==> src/rtl/blood_ph_pkg.sv <==
// ============================================================================
// Module : blood_ph_pkg
// Brief  : Shared types and event codes for the blood-pH monitor.
// Rev    : 1.0
// ============================================================================
`default_nettype none

package blood_ph_pkg;

  typedef enum logic [2:0] {
    ST_NORMAL     = 3'd0,
    ST_PEND_LOW   = 3'd1,
    ST_PEND_HIGH  = 3'd2,
    ST_ALARM_LOW  = 3'd3,
    ST_ALARM_HIGH = 3'd4
  } ch_state_e;

  typedef enum logic [1:0] {
    CL_NORM = 2'd0,
    CL_LOW  = 2'd1,
    CL_HIGH = 2'd2
  } ph_class_e;

  localparam logic [1:0] EV_LOW  = 2'b01;
  localparam logic [1:0] EV_HIGH = 2'b10;

  function automatic logic [1:0] class_to_code(input ph_class_e c);
    return (c == CL_HIGH) ? EV_HIGH : EV_LOW;
  endfunction

endpackage

`default_nettype wire

==> src/rtl/ph_channel_fsm.sv <==
// ============================================================================
// Module : ph_channel_fsm
// Brief  : Per-channel persistence FSM; raises a latched alarm after PERSIST
//          consecutive abnormal samples, cleared by ack once readings are normal.
// Rev    : 1.0
// ============================================================================
`default_nettype none

module ph_channel_fsm
  import blood_ph_pkg::*;
#(
  parameter int PERSIST = 3
) (
  input  logic       clk,
  input  logic       rst,
  input  logic       sample_i,
  input  ph_class_e  class_i,
  input  logic       ack_i,
  output logic       alarm_low_o,
  output logic       alarm_high_o,
  output logic       raise_o,
  output logic [1:0] raise_code_o
);

  localparam int CNT_W = $clog2(PERSIST + 1);

  ch_state_e        state_q, state_d;
  logic [CNT_W-1:0] cnt_q, cnt_d;
  ph_class_e        last_q, last_d;
  logic             w_pend_same;
  logic [CNT_W-1:0] w_cnt_n;

  always_ff @(posedge clk) begin
    if (rst) begin
      state_q <= ST_NORMAL;
      cnt_q   <= '0;
      last_q  <= CL_NORM;
    end else begin
      state_q <= state_d;
      cnt_q   <= cnt_d;
      last_q  <= last_d;
    end
  end

  always_comb begin
    state_d      = state_q;
    cnt_d        = cnt_q;
    last_d       = last_q;
    raise_o      = 1'b0;
    raise_code_o = 2'b00;
    w_pend_same  = 1'b0;
    w_cnt_n      = '0;
    if (sample_i) last_d = class_i;
    case (state_q)
      ST_NORMAL, ST_PEND_LOW, ST_PEND_HIGH: begin
        if (sample_i) begin
          if (class_i == CL_NORM) begin
            state_d = ST_NORMAL;
            cnt_d   = '0;
          end else begin
            // A run continues only when the abnormal direction matches the pending one.
            w_pend_same = ((class_i == CL_LOW)  && (state_q == ST_PEND_LOW)) ||
                          ((class_i == CL_HIGH) && (state_q == ST_PEND_HIGH));
            w_cnt_n     = w_pend_same ? (cnt_q + CNT_W'(1)) : CNT_W'(1);
            cnt_d       = w_cnt_n;
            if (w_cnt_n >= CNT_W'(PERSIST)) begin
              state_d      = (class_i == CL_LOW) ? ST_ALARM_LOW : ST_ALARM_HIGH;
              raise_o      = 1'b1;
              raise_code_o = class_to_code(class_i);
            end else begin
              state_d = (class_i == CL_LOW) ? ST_PEND_LOW : ST_PEND_HIGH;
            end
          end
        end
      end
      ST_ALARM_LOW, ST_ALARM_HIGH: begin
        if (ack_i && (last_d == CL_NORM)) begin
          state_d = ST_NORMAL;
          cnt_d   = '0;
        end
      end
      default: begin
        state_d = ST_NORMAL;
        cnt_d   = '0;
      end
    endcase
  end

  assign alarm_low_o  = (state_q == ST_ALARM_LOW);
  assign alarm_high_o = (state_q == ST_ALARM_HIGH);

endmodule

`default_nettype wire

==> src/rtl/blood_ph_monitor.sv <==
// ============================================================================
// Module : blood_ph_monitor
// Brief  : Multi-channel blood-pH classifier with persistence alarms and events.
//          Optional per-channel min/max statistics under BLOOD_PH_STATS_EN.
// Rev    : 1.0
// ============================================================================
`default_nettype none

module blood_ph_monitor
  import blood_ph_pkg::*;
#(
  parameter  int PH_W    = 4,
  parameter  int NUM_CH  = 4,
  parameter  int LOW_TH  = 7,
  parameter  int HIGH_TH = 8,
  parameter  int PERSIST = 3,
  localparam int CW      = $clog2(NUM_CH)
) (
  input  logic              clk,
  input  logic              rst,
  input  logic              in_valid,
  output logic              in_ready,
  input  logic [CW-1:0]     in_ch,
  input  logic [PH_W-1:0]   in_ph,
  input  logic              ack,
  input  logic [CW-1:0]     ack_ch,
  output logic [NUM_CH-1:0] alarm_low,
  output logic [NUM_CH-1:0] alarm_high,
  output logic              event_valid,
  output logic [CW-1:0]     event_ch,
  output logic [1:0]        event_code,
  input  logic [CW-1:0]     stat_ch,
  output logic [PH_W-1:0]   stat_min,
  output logic [PH_W-1:0]   stat_max
);

  ph_class_e         w_class;
  logic              s1_valid_q;
  logic [CW-1:0]     s1_ch_q;
  ph_class_e         s1_class_q;
  logic [NUM_CH-1:0] w_sample;
  logic [NUM_CH-1:0] w_ack;
  logic [NUM_CH-1:0] w_raise;
  logic [1:0]        w_raise_code [NUM_CH];
  logic              ev_valid_d;
  logic [CW-1:0]     ev_ch_d;
  logic [1:0]        ev_code_d;

  assign in_ready = !rst;

  always_comb begin
    w_class = CL_NORM;
    if (in_ph < PH_W'(LOW_TH))       w_class = CL_LOW;
    else if (in_ph > PH_W'(HIGH_TH)) w_class = CL_HIGH;
  end

  always_ff @(posedge clk) begin
    if (rst) begin
      s1_valid_q <= 1'b0;
      s1_ch_q    <= '0;
      s1_class_q <= CL_NORM;
    end else begin
      s1_valid_q <= in_valid;
      s1_ch_q    <= in_ch;
      s1_class_q <= w_class;
    end
  end

  // Decoding by equality means out-of-range channel numbers select nothing.
  for (genvar i = 0; i < NUM_CH; i++) begin : g_ch
    assign w_sample[i] = s1_valid_q && (s1_ch_q == CW'(i));
    assign w_ack[i]    = ack && (ack_ch == CW'(i));

    ph_channel_fsm #(
      .PERSIST (PERSIST)
    ) u_fsm (
      .clk          (clk),
      .rst          (rst),
      .sample_i     (w_sample[i]),
      .class_i      (s1_class_q),
      .ack_i        (w_ack[i]),
      .alarm_low_o  (alarm_low[i]),
      .alarm_high_o (alarm_high[i]),
      .raise_o      (w_raise[i]),
      .raise_code_o (w_raise_code[i])
    );
  end

  always_comb begin
    ev_valid_d = 1'b0;
    ev_ch_d    = '0;
    ev_code_d  = 2'b00;
    for (int i = 0; i < NUM_CH; i++) begin
      if (w_raise[i]) begin
        ev_valid_d = 1'b1;
        ev_ch_d    = CW'(i);
        ev_code_d  = w_raise_code[i];
      end
    end
  end

  always_ff @(posedge clk) begin
    if (rst) begin
      event_valid <= 1'b0;
      event_ch    <= '0;
      event_code  <= 2'b00;
    end else begin
      event_valid <= ev_valid_d;
      event_ch    <= ev_ch_d;
      event_code  <= ev_code_d;
    end
  end

`ifdef BLOOD_PH_STATS_EN
  logic [PH_W-1:0] s1_ph_q;
  logic [PH_W-1:0] min_q [NUM_CH];
  logic [PH_W-1:0] max_q [NUM_CH];

  always_ff @(posedge clk) begin
    if (rst) s1_ph_q <= '0;
    else     s1_ph_q <= in_ph;
  end

  always_ff @(posedge clk) begin
    for (int i = 0; i < NUM_CH; i++) begin
      if (rst) begin
        min_q[i] <= '1;
        max_q[i] <= '0;
      end else if (w_sample[i]) begin
        if (s1_ph_q < min_q[i]) min_q[i] <= s1_ph_q;
        if (s1_ph_q > max_q[i]) max_q[i] <= s1_ph_q;
      end
    end
  end

  always_comb begin
    stat_min = '0;
    stat_max = '0;
    for (int i = 0; i < NUM_CH; i++) begin
      if (stat_ch == CW'(i)) begin
        stat_min = min_q[i];
        stat_max = max_q[i];
      end
    end
  end
`else
  logic unused_stat_ch;
  assign unused_stat_ch = ^stat_ch;
  assign stat_min = '0;
  assign stat_max = '0;
`endif

endmodule

`default_nettype wire

==> config.mk <==
export PLATFORM = sky130hd
export DESIGN_NAME = blood_ph_monitor
export DESIGN_NICKNAME = d
export VERILOG_FILES = /design/src/rtl/blood_ph_pkg.sv /design/src/rtl/ph_channel_fsm.sv /design/src/rtl/blood_ph_monitor.sv
export SDC_FILE = /design/constraint.sdc
export NUM_CORES = 1
export LEC_CHECK = 0
export ABC_AREA = 1
export BUFFER_PORTS_ARGS = -buffer_cell sky130_fd_sc_hd__buf_4
export CAP_MARGIN = 30
export CORE_UTILIZATION = 30
export CTS_CLUSTER_DIAMETER = 150
export DETAILED_ROUTE_END_ITERATION = 12
export GPL_ROUTABILITY_DRIVEN = 0
export SLEW_MARGIN = 40
export SYNTH_ARGS = -nofsm -noshare
export SYNTH_HDL_FRONTEND = slang
export SYNTH_SLANG_ARGS = --single-unit
==> constraint.sdc <==
create_clock -name clk -period 3.6 [get_ports clk]
set_input_delay 0.9 -clock clk [delete_from_list [all_inputs] [get_ports clk]]
set_output_delay 0.9 -clock clk [all_outputs]
set_load 0.02 [all_outputs]
==> reports/qor.yml <==
timing:
  maxClockFrequency_mhz: 430
  fin_worst_skew_ns: 0.00519
  final_count_of_hold_timing_violations: 0
  rsz0062_at_grt: "false"
  setup_viol_count_final: 0
  layout_min_cycle_time_ns: 2.32
  slew_viol_final: 0
  min_period_over_period_pct: 64.6
  setup_tns_final_ns: 0
setup_path:
  crit_chain: "buf_4, inv_1, buf_4"
  reg2reg_setup_slack_ns: 1.53
  critical_path_class: "in2out"
  critical_path.slowest_cell: "sky130_fd_sc_hd__buf_4"
  endpoint_kind: "primary output"
  critical_path_required_ns: 2.70
  crit_path_max_fanout: 25
  crit_family: "buffers and inverters"
  crit_top_cell: "sky130_fd_sc_hd__buf_4"
  cp.arrival_ns: 1.42
  worst_setup_path_start_kind: "primary input"
  timing.critical_path.buf_inv: 3
  slowest_delay_ns: 0.26
run:
  cap_viol_max_count: 0
synth:
  synth-main-ff-cell: "sky130_fd_sc_hd__dfxtp_1"
  yosys.cell_count.top_type: "sky130_fd_sc_hd__nor2_1"
  share_of_synthesized_flip_flops_with_an_asynchronous_set_or_reset_pct: 0
  syn_area_sq_um: 2280
  yosys.cell_types.count: 26
  post_synth_inst_count: 363
  yosys.area.top_type_share_pct: 33.3
  synth_area_per_cell_sq_um: 6.29
  seq_area_frac_synth_pct: 33.3
  synth.top_cells.by_area: "sky130_fd_sc_hd__dfxtp_1 (33%), sky130_fd_sc_hd__nor2_1 (13%), sky130_fd_sc_hd__nand2_1 (13%)"
  synth_top_cells_by_count: "sky130_fd_sc_hd__nor2_1 (82), sky130_fd_sc_hd__nand2_1 (79), sky130_fd_sc_hd__inv_1 (56)"
  post-synth-top-area-cell: "sky130_fd_sc_hd__dfxtp_1"
  number_of_synthesized_register_bits: 38
  synth_edf_count: 0
  synth_warnings: 0
floorplanning:
  placement_rows: 31
  floorplan.core_area_sq_um: 7290
  die_w_microns: 89.2
  dieArea_sq_um: 7960
  start_util_pct: 31.3
  num_io_pins: 36
  floorplan.die.height_microns: 89.2
grt:
  globalRouteTotalUtil_pct: 13.6
  grt_antenna_before_repair: 0
  grt_overflow_total: 0
  grt_pass1_vias: 1934
  grt_pass1_wl_microns: 8220
  grt_start_max_net_pins: 26
clock_tree:
  cts_repair_resize_count: 0
  hold_buffer_count_at_cts: 0
  clock-root-buffer: "sky130_fd_sc_hd__clkbuf_8"
  clk_pin_slew_worst_paths_ns: 0.07
  ctsHtreeMaxLevel: 2
  postCtsSetupRepairBufs: 0
  ctsLongestPathBuffers: 2
  cts_tree: "yes"
  clock_buffer_count_from_cts: 5
  numClockSinks: 38
  clock_insertion_delay_worst_skew_ns: 0.29
place:
  place_hpwl_microns: 3670
  io_buffers: 25
route:
  route.detailed.wl_per_inst_microns: 10.0
  post_detailed_routing_wire_length_microns: 4840
  remaining_drc_errors: 0
  drtAntennaViolNets: 0
  number_of_violations_reported_at_the_end_of_detailed_routing_iteration_0: 86
  firstDrtPassIters: 4
  vias: 2107
  viasPerCell: 4.37
pwr:
  cell_area_power_density_nw_per_um2: 432
  vdd_drop_max_mv: 0.152
  leakage_nw: 1.35
  finalPower_mw: 1.11
cells_and_area:
  antenna-diode-count: 0
  fill_cells: 826
  seq_area_sq_um: 761
  final_layout_size_suffix_gt1_share_pct: 14.6
  multiInputGateArea_sq_um: 1180
  nNetsFinal: 400
  area.growth.synth_to_final_pct: 12.6
run_status:
  run_status: "complete, no violations"
min_path:
  min-delay-path-class: "reg2reg"
[flip-flops by register name, indices dropped and copies added, names as in the netlist]
signal	flops
s1_valid_q	1
event_valid	1
s1_ch_q	2
s1_class_q	2
event_ch	2
g_ch.u_fsm.cnt_q	8
event_code	2
g_ch.u_fsm.last_q	8
g_ch.u_fsm.state_q	12
[cells by family after synthesis]
group | after synthesis | synth area share, %
compound gates | 23 | 5.54
fa+ha+maj | 4 | 2.19
buf+inv | 78 | 16.0
flops | 38 | 33.3
other cells | 1 | 0.164
simple gates | 219 | 42.8
[metal layers]
metal / GRT usage [%] / routed length, microns / vias up
li1: - / - / 1121
met1: 15.9 / 2180 / 948
met2: 24.4 / 2450 / 33
met3: 3.69 / 159 / 5
met4: 3.90 / 48 / 0
met5: 0 / 0 / -
[through the flow]
step | instances | cell area, sq um | hold slack (ns) | util (%) | setup WS (ns)
2_1_floorplan | 370 | 2310 | 0.465 | - | 1.31
3_3_place_gp | 474 | 2480 | 0.487 | 34.0 | 1.26
3_5_place_dp | 474 | 2480 | 0.498 | 34.0 | 1.26
4_1_cts | 482 | 2570 | 0.508 | 35.2 | 1.26
5_1_grt | 482 | 2570 | 0.542 | 35.2 | 1.20
6_report | 482 | 2570 | 0.510 | 35.2 | 1.28
[final timing paths]
path | startpoint | endpoint | depth (start not counted)
worst max-delay path | rst | in_ready | 3
worst min-delay path | g_ch[3].u_fsm.state_q[0] | g_ch[3].u_fsm.state_q[0] | 2
worst min register to register | g_ch[3].u_fsm.state_q[0] | g_ch[3].u_fsm.state_q[0] | 2
worst max register to register | s1_class_q[1] | g_ch[3].u_fsm.state_q[1] | 11
[cell type report]
type | instances | share of cell area (%)
clock buffer | 7 | 3.36
clock inverter | 1 | 0.195
inverter | 57 | 8.33
multi-input combinational | 254 | 46.1
sequential | 38 | 29.6
tap | 99 | 4.82
timing repair buffer | 26 | 7.60
[where the power goes]
part	switching [mW]	leakage, nW	internal [mW]	total [mW]
clock	0.154	0.0482	0.155	0.309
sequential	0.0343	0.310	0.462	0.496
combinational	0.203	0.989	0.102	0.305
[layout by cell type (no fill, tap or decap)]
master                     instances
sky130_fd_sc_hd__nand2_2           7
sky130_fd_sc_hd__conb_1            8
sky130_fd_sc_hd__clkbuf_8          6
sky130_fd_sc_hd__nand3_4           1
sky130_fd_sc_hd__clkbuf_1          1
sky130_fd_sc_hd__o311ai_0          1
sky130_fd_sc_hd__dfxtp_1          38
sky130_fd_sc_hd__nand3b_1          1
sky130_fd_sc_hd__o21ai_2           1
sky130_fd_sc_hd__and2_1            1
sky130_fd_sc_hd__nor2_1           82
sky130_fd_sc_hd__a21oi_1          17
sky130_fd_sc_hd__a311oi_1          1
sky130_fd_sc_hd__clkinv_2          1
sky130_fd_sc_hd__inv_1            56
sky130_fd_sc_hd__inv_2             1
sky130_fd_sc_hd__ha_1              4
sky130_fd_sc_hd__nand3_1          25
sky130_fd_sc_hd__nand3_2           4
sky130_fd_sc_hd__buf_4            26
sky130_fd_sc_hd__nand2_4           5
sky130_fd_sc_hd__o21ai_0           3
sky130_fd_sc_hd__nor3_1            9
sky130_fd_sc_hd__nand2_1          79
sky130_fd_sc_hd__nand4_1           1
sky130_fd_sc_hd__nor2_2            4
[worst register-to-register path, cell delays in order (launching register included)]
cell and delay [ns]:
sky130_fd_sc_hd__dfxtp_1 0.40, sky130_fd_sc_hd__inv_2 0.08, sky130_fd_sc_hd__nor2_1 0.39, sky130_fd_sc_hd__nand3_1 0.15
sky130_fd_sc_hd__nand2_2 0.14, sky130_fd_sc_hd__o21ai_0 0.13, sky130_fd_sc_hd__a21oi_1 0.17, sky130_fd_sc_hd__ha_1 0.25
sky130_fd_sc_hd__nand2_1 0.06, sky130_fd_sc_hd__nand3_1 0.07, sky130_fd_sc_hd__nand2_1 0.08, sky130_fd_sc_hd__nor2_1 0.04
No activity file was read; power rests on OpenSTA's default activity.
